--- src/rtl/fetch_pkg.sv ---
// Shared types for the Otter fetch stage: next-PC source select and the queued fetch entry.
// The entry carries the instruction with its PC and PC+4 so decode never recomputes them.
package fetch_pkg;

  localparam int XLEN = 32;
  localparam logic [XLEN-1:0] RESET_VECTOR = 32'h0000_0000;

  typedef enum logic [1:0] {
    PC_NONE   = 2'b00,
    PC_JALR   = 2'b01,
    PC_BRANCH = 2'b10,
    PC_JAL    = 2'b11
  } pc_src_e;

  typedef struct packed {
    logic [31:0]     instr;
    logic [XLEN-1:0] pc;
    logic [XLEN-1:0] pc_plus_four;
  } fetch_entry_t;

endpackage

--- src/rtl/fetch_fifo.sv ---
// Synchronous FIFO with flush; head is read straight from storage, zero when empty.
// Push/pop same cycle allowed; pop on empty is ignored; flush wins over push and pop.
module fetch_fifo #(
  parameter int  DEPTH = 4,
  parameter type T     = logic [31:0]
) (
  input  logic                   clk,
  input  logic                   rst_n,
  input  logic                   flush,
  input  logic                   push,
  input  T                       din,
  input  logic                   pop,
  output T                       dout,
  output logic                   vld,
  output logic [$clog2(DEPTH):0] count
);

  localparam int AW = $clog2(DEPTH);
  localparam int CW = AW + 1;

  T               mem [DEPTH];
  logic [AW-1:0]  rd_ptr;
  logic [AW-1:0]  wr_ptr;
  logic           do_push;
  logic           do_pop;

  assign vld     = (count != '0);
  assign do_push = push && !flush;
  assign do_pop  = pop && vld && !flush;
  assign dout    = vld ? mem[rd_ptr] : '0;

  always_ff @(posedge clk) begin
    if (do_push) begin
      mem[wr_ptr] <= din;
    end
  end

  // DEPTH is a power of two, so the pointers wrap naturally.
  always_ff @(posedge clk or negedge rst_n) begin
    if (!rst_n) begin
      rd_ptr <= '0;
      wr_ptr <= '0;
      count  <= '0;
    end else if (flush) begin
      rd_ptr <= '0;
      wr_ptr <= '0;
      count  <= '0;
    end else begin
      if (do_push) wr_ptr <= wr_ptr + AW'(1);
      if (do_pop)  rd_ptr <= rd_ptr + AW'(1);
      count <= count + CW'(do_push) - CW'(do_pop);
    end
  end

endmodule

--- src/rtl/fetch_queue_stage.sv ---
// Otter fetch stage: owns the PC, keeps up to DEPTH fetches in flight, queues responses for decode.
// Response to DEC_VALID is 1 cycle; requests stop when queue + in-flight + to-drop reaches DEPTH.
module fetch_queue_stage #(
  parameter int              XLEN         = fetch_pkg::XLEN,
  parameter int              DEPTH        = 4,
  parameter logic [XLEN-1:0] RESET_VECTOR = fetch_pkg::RESET_VECTOR
) (
  input  logic            IF_CLK,
  input  logic            IF_RST_N,
  input  logic [1:0]      PC_SOURCE,
  input  logic [XLEN-1:0] JALR,
  input  logic [XLEN-1:0] BRANCH,
  input  logic [XLEN-1:0] JAL,
  output logic            MEM_REQ,
  output logic [XLEN-1:0] MEM_ADDR,
  input  logic            MEM_GNT,
  input  logic            MEM_RVALID,
  input  logic [31:0]     MEM_RDATA,
  output logic            DEC_VALID,
  input  logic            DEC_READY,
  output logic [31:0]     DEC_INSTR,
  output logic [XLEN-1:0] DEC_PC,
  output logic [XLEN-1:0] DEC_PC_PLUS_FOUR
);

  import fetch_pkg::*;

  localparam int CW = $clog2(DEPTH) + 1;

  logic [XLEN-1:0] pc;
  logic [XLEN-1:0] target;
  logic [XLEN-1:0] resp_pc;
  logic [CW-1:0]   outstanding;
  logic [CW-1:0]   drop_cnt;
  logic [CW-1:0]   occupancy;
  logic [CW:0]     credit_used;
  logic            redirect;
  logic            grant;
  logic            keep_resp;
  logic            pop;
  logic            head_vld;
  pc_src_e         src;
  fetch_entry_t    push_entry;
  fetch_entry_t    head;

  assign src      = pc_src_e'(PC_SOURCE);
  assign redirect = (src != PC_NONE);

  always_comb begin
    target = pc;
    case (src)
      PC_JALR:   target = JALR;
      PC_BRANCH: target = BRANCH;
      PC_JAL:    target = JAL;
      default:   target = pc;
    endcase
    target[1:0] = 2'b00;
  end

  assign credit_used = {1'b0, occupancy} + {1'b0, outstanding} + {1'b0, drop_cnt};
  assign MEM_REQ     = IF_RST_N && !redirect && (credit_used < (CW+1)'(DEPTH));
  assign MEM_ADDR    = pc;
  assign grant       = MEM_REQ && MEM_GNT;
  assign keep_resp   = MEM_RVALID && !redirect && (drop_cnt == '0);

  // Live in-flight fetches are contiguous (a redirect zeroes them), so the
  // oldest one sits outstanding words behind the fetch PC.
  assign resp_pc = pc - (XLEN'(outstanding) << 2);

  always_comb begin
    push_entry              = '0;
    push_entry.instr        = MEM_RDATA;
    push_entry.pc           = resp_pc;
    push_entry.pc_plus_four = resp_pc + XLEN'(4);
  end

  assign DEC_VALID        = head_vld && !redirect;
  assign pop              = DEC_VALID && DEC_READY;
  assign DEC_INSTR        = head.instr;
  assign DEC_PC           = head.pc;
  assign DEC_PC_PLUS_FOUR = head.pc_plus_four;

  always_ff @(posedge IF_CLK or negedge IF_RST_N) begin
    if (!IF_RST_N) begin
      pc          <= RESET_VECTOR;
      outstanding <= '0;
      drop_cnt    <= '0;
    end else if (redirect) begin
      // A response this cycle retires against the old drop_cnt or outstanding;
      // either way the net effect is one fewer to drop.
      pc          <= target;
      outstanding <= '0;
      drop_cnt    <= drop_cnt + outstanding + CW'(MEM_GNT) - CW'(MEM_RVALID);
    end else begin
      if (grant) pc <= pc + XLEN'(4);
      outstanding <= outstanding + CW'(grant) - CW'(keep_resp);
      if (MEM_RVALID && (drop_cnt != '0)) drop_cnt <= drop_cnt - CW'(1);
    end
  end

  fetch_fifo #(
    .DEPTH (DEPTH),
    .T     (fetch_entry_t)
  ) u_fifo (
    .clk   (IF_CLK),
    .rst_n (IF_RST_N),
    .flush (redirect),
    .push  (keep_resp),
    .din   (push_entry),
    .pop   (pop),
    .dout  (head),
    .vld   (head_vld),
    .count (occupancy)
  );

endmodule

--- config.mk ---
export PLATFORM = sky130hd
export DESIGN_NAME = fetch_queue_stage
export DESIGN_NICKNAME = d
export VERILOG_FILES = /design/src/rtl/fetch_pkg.sv /design/src/rtl/fetch_fifo.sv /design/src/rtl/fetch_queue_stage.sv
export SDC_FILE = /design/constraint.sdc
export NUM_CORES = 1
export LEC_CHECK = 0
export CAP_MARGIN = 30
export CELL_PAD_IN_SITES_DETAIL_PLACEMENT = 1
export CELL_PAD_IN_SITES_GLOBAL_PLACEMENT = 1
export CORE_ASPECT_RATIO = 1.25
export CORE_MARGIN = 5
export CORE_UTILIZATION = 23
export CTS_CLUSTER_SIZE = 8
export DETAILED_ROUTE_END_ITERATION = 7
export PLACE_DENSITY = 0.49
export SETUP_SLACK_MARGIN = 0.3
export SYNTH_ARGS = -nofsm -noshare
export SYNTH_HDL_FRONTEND = slang
export SYNTH_SLANG_ARGS = --single-unit
--- constraint.sdc ---
create_clock -name IF_CLK -period 4.4 [get_ports IF_CLK]
set_input_delay 1.32 -clock IF_CLK [delete_from_list [all_inputs] [get_ports IF_CLK]]
set_output_delay 1.32 -clock IF_CLK [all_outputs]
set_load 0.1 [all_outputs]
==> results.rst <==
.. list-table::
   :header-rows: 1

   * - Metric
     - Value
   * - Run status
     - complete, no violations
   * - Area delta synth->final
     - 30.2%
   * - Setup repair after global routing missed its margin
     - true
   * - Switching power as a share of total power
     - 0.270
   * - Post-synth ARST share
     - 0.105
   * - Clock share of power
     - 0.405
   * - Final setup viols
     - 0
   * - Ratio of routed vias to standard cells
     - around 4.4
   * - Hold/Removal Path Class
     - register to register
   * - Yosys synthesis warning count
     - 0
   * - FF+latch area
     - 12,100 µm²
   * - Reg2Reg Launch Point
     - MEM_ADDR[2]
   * - Int Pwr
     - ~7.5 mW
   * - CP Max Fanout
     - 2
   * - Cell at the root of the clock tree
     - sky130_fd_sc_hd__clkbuf_16
   * - Hold_buf cts
     - 0
   * - Arrival time worst endpoint
     - 2.77 ns
   * - Peak clock frequency supported by timing
     - 245 MHz
   * - Post-synthesis sequential area ratio
     - 0.653
   * - Flop-to-flop setup slack
     - around 0.55 ns
   * - Vert. Die Dim
     - 328 µm
   * - Wire length of the first global-routing pass
     - 81.7 mm
   * - Average wire per cell in the routed design
     - 21.4 µm
   * - DRT Wirelength
     - 54.5 mm
   * - Sequential share of power
     - 0.444
   * - Hold EP
     - MEM_ADDR[31]
   * - Via total after detailed routing
     - roughly 11,000
   * - Global router's overall resource usage
     - 0.123
   * - Reg2Reg Capture Point
     - u_fifo.mem[0][25]
   * - Largest area contributor in the synthesized netlist
     - sky130_fd_sc_hd__edfxtp_1
   * - Max-cap viol count
     - 0
   * - Post-route setup TNS
     - 0 ns
   * - Antenna violations before repair
     - 1
   * - VDD IR-drop max
     - 0.000272 V
   * - Detailed router's first-iteration violation count
     - approximately 500
   * - Post-synthesis area per instance
     - 16.1 µm²
   * - Cell area after synthesis
     - ~19,000 µm²
   * - Leading cell type in the layout, fill and taps excluded
     - sky130_fd_sc_hd__edfxtp_1
   * - Hold-critical path depth
     - 2
   * - Final HPWL DP
     - 37.4 mm
   * - Capturing element type of the critical path
     - output pin
   * - Relative contribution of combinational cells to total power
     - 0.152
   * - Area inside the core boundary
     - 80,100 µm²
   * - Share of layout cells above drive strength 1
     - 0.247
   * - Count of cell types in the netlist
     - 64
   * - Crit share post-route
     - 0.929
   * - Number of buffers on the longest clock path
     - 3
   * - Cell count of the worst reg-to-reg path
     - 10
   * - Pleak
     - 8.15 nW
   * - Clock Sink Count
     - 411
   * - Starting Density
     - 0.232
   * - Fin area
     - 24,200 µm²
   * - Req. time, crit path
     - roughly 3 ns
   * - Clock-pin transition on the worst setup and hold timing paths
     - around 0.060 ns
   * - Number of routed nets with antenna violations
     - 0
   * - Cell count after synthesis
     - 1,157
   * - Hold Startpoint
     - MEM_ADDR[31]
   * - Commonest non-fill, non-tap cells in the layout
     - 368 x sky130_fd_sc_hd__edfxtp_1, 142 x sky130_fd_sc_hd__clkdlybuf4s50_1, 136 x sky130_fd_sc_hd__buf_4
   * - Input/output buffers
     - 252
   * - Top_reg_cell synth
     - sky130_fd_sc_hd__edfxtp_1
   * - Number of design rule violations left after detail routing
     - 0
   * - Die outline area
     - 86,600 µm²
   * - Detailed Routing Iterations Pass 1
     - 4
   * - Normalized max-slew margin
     - 0.321
   * - Top area cells in the synthesized netlist
     - sky130_fd_sc_hd__edfxtp_1 59%, sky130_fd_sc_hd__mux4_2 13%, sky130_fd_sc_hd__dfrtp_1 5.8%
   * - Critical path class
     - register to output pin
   * - Area post-placement
     - 22,400 µm²
   * - Number of buffers added by the clock tree synthesis step
     - 58
   * - Final layout net count
     - ~1,600
   * - Area share of the leading cell type in the synthesized netlist
     - 0.595
   * - Type of origin of the critical path
     - register
   * - Post-layout minimum cycle time
     - about 4.1 ns
   * - Fillers
     - 8,409
   * - Number of synthesized flops with an enable pin
     - 368
   * - CTS H-Tree Depth
     - 2
   * - Number of slew-limit violations in the final report
     - 0
   * - #FFs+latches synth
     - between 400 and 500
   * - Switching power of the nets
     - roughly 2.8 mW
   * - Clock network latency to the later pin of the worst-skew pair
     - ~0.61 ns
   * - Least-Margin Pin Slew
     - between 1 and 1.5 ns
   * - Pwr dens
     - 426 nW/µm²
   * - Pin count of the biggest net entering global routing
     - 69
   * - I/O pin count
     - 265
   * - Overflow after GRT
     - 0
   * - Area of the multi-input gates
     - 6060 µm²
   * - Number of hold-slack violations in the final timing report
     - 0
   * - Setup Skew
     - 0.0160 ns
   * - Cell row count
     - around 120
   * - Total Power
     - 10.3 mW
   * - Die width
     - 264 µm
   * - TritonCTS clock tree
     - done
   * - Routability-driven placement congestion ratio
     - roughly 0.75
   * - Vias in the first global route
     - 12,500
through the flow:
| step | setup slack [ns] | hold slack, ns | utilization | std cells |
|---|---|---|---|---|
| 3_3_place_gp | 0.434 | 0.547 | 0.279 | 2444 |
| 3_5_place_dp | 0.421 | 0.578 | 0.280 | 2445 |
| 4_1_cts | 0.236 | 0.592 | 0.301 | 2539 |
| 2_1_floorplan | 0.120 | 0.524 | - | 1162 |
| 5_1_grt | 0.176 | 0.660 | 0.302 | 2541 |
| 6_report | 0.313 | 0.586 | 0.302 | 2541 |
per-layer routing:
metal | track usage | part of all wire | vias to the layer above
met4 | 0.0379 | 0.028 | 0
met1 | 0.154 | 0.42 | 5668
met2 | 0.212 | 0.49 | 296
li1 | - | - | 5013
met3 | 0.0291 | 0.054 | 90
met5 | 0 | 0 | -
worst max-delay path by stage:
stage	from	to	cells past startpoint
floorplan	outstanding[1]	outstanding[2]	16
global placement	MEM_RVALID	outstanding[2]	11
detailed placement	MEM_RVALID	outstanding[2]	11
CTS	outstanding[1]	MEM_REQ	7
global route	u_fifo.count[1]	MEM_REQ	7
finish	outstanding[1]	MEM_REQ	7
power groups by stage:
stage                     Sequential [mW]  Clock [mW]  Combinational (mW)
after global routing                 4.59        4.49                1.69
after detailed placement             4.65           0                1.55
after floorplan                      4.88           0               0.746
after CTS                            4.57        4.34                1.58
final                                4.57        4.17                1.56
after global placement               4.64           0                1.52
area by class of cell:
type | count | area share
Multi-Input combinational cell | 638 | 0.251
Inverter | 43 | 0.00678
Antenna cell | 1 | 0.000104
Clock buffer | 84 | 0.0671
Tap cell | 1062 | 0.0550
Clock inverter | 3 | 0.00155
Sequential cell | 411 | 0.502
Timing Repair Buffer | 299 | 0.117
worst max-delay path, stage by stage, from the launching register on:
cell and delay, ns:
sky130_fd_sc_hd__dfrtp_2 0.42, sky130_fd_sc_hd__inv_4 0.07, sky130_fd_sc_hd__fa_1 0.40, sky130_fd_sc_hd__or2_4 0.24
sky130_fd_sc_hd__fa_2 0.58, sky130_fd_sc_hd__nand2_2 0.06, sky130_fd_sc_hd__nor3_4 0.17, sky130_fd_sc_hd__buf_12 0.20
sequential cells by signal, indices dropped and copies added (netlist names):
name / cells
u_fifo.mem: 368
MEM_ADDR: 30
drop_cnt: 3
outstanding: 3
u_fifo.count: 3
u_fifo.rd_ptr: 2
u_fifo.wr_ptr: 2
what timing repair did:
item / 4_1_cts / 5_1_grt
resized for setup: 8 / 2
endpoints found under the setup margin: 43 / 35
pin swaps: 4 / 0
setup buffers: 7 / 0
logic make-up (layout without fill, tap and decap cells):
logic type,count (synthesis),in the layout,share of synthesized area
AOI/OAI and AO/OA,99,99,0.0332
xor gates and xnor gates,70,70,0.0330
adders and majority gates,27,27,0.0214
buffers and inverters,113,429,0.0248
DFF,411,411,0.653
muxes,123,123,0.140
other,1,7,0.000202
and+or+nand+nor,313,313,0.0944
cell usage after synthesis, drive strengths merged (2+ instances only):
cell type / number
edfxtp: 368
mux4: 109
and2: 105
xnor2: 51
nor2: 48
nand2: 47
clkbuf: 43
dfrtp: 43
inv: 43
a21oi: 35
buf: 27
o21ai: 26
nor3: 24
ha: 19
nand3: 19
nand4: 19
xor2: 19
and3: 10
mux2i: 10
a211oi: 8
fa: 8
nor2b: 8
or3: 8
nor4: 6
a31oi: 4
mux2: 4
nand2b: 4
nand3b: 3
or4: 3
a21boi: 2
a21o: 2
a22o: 2
and4: 2
nand4b: 2
o21a: 2
o2bb2a: 2
o31ai: 2
o41ai: 2
or2: 2
(Power assumes the default switching activity.)
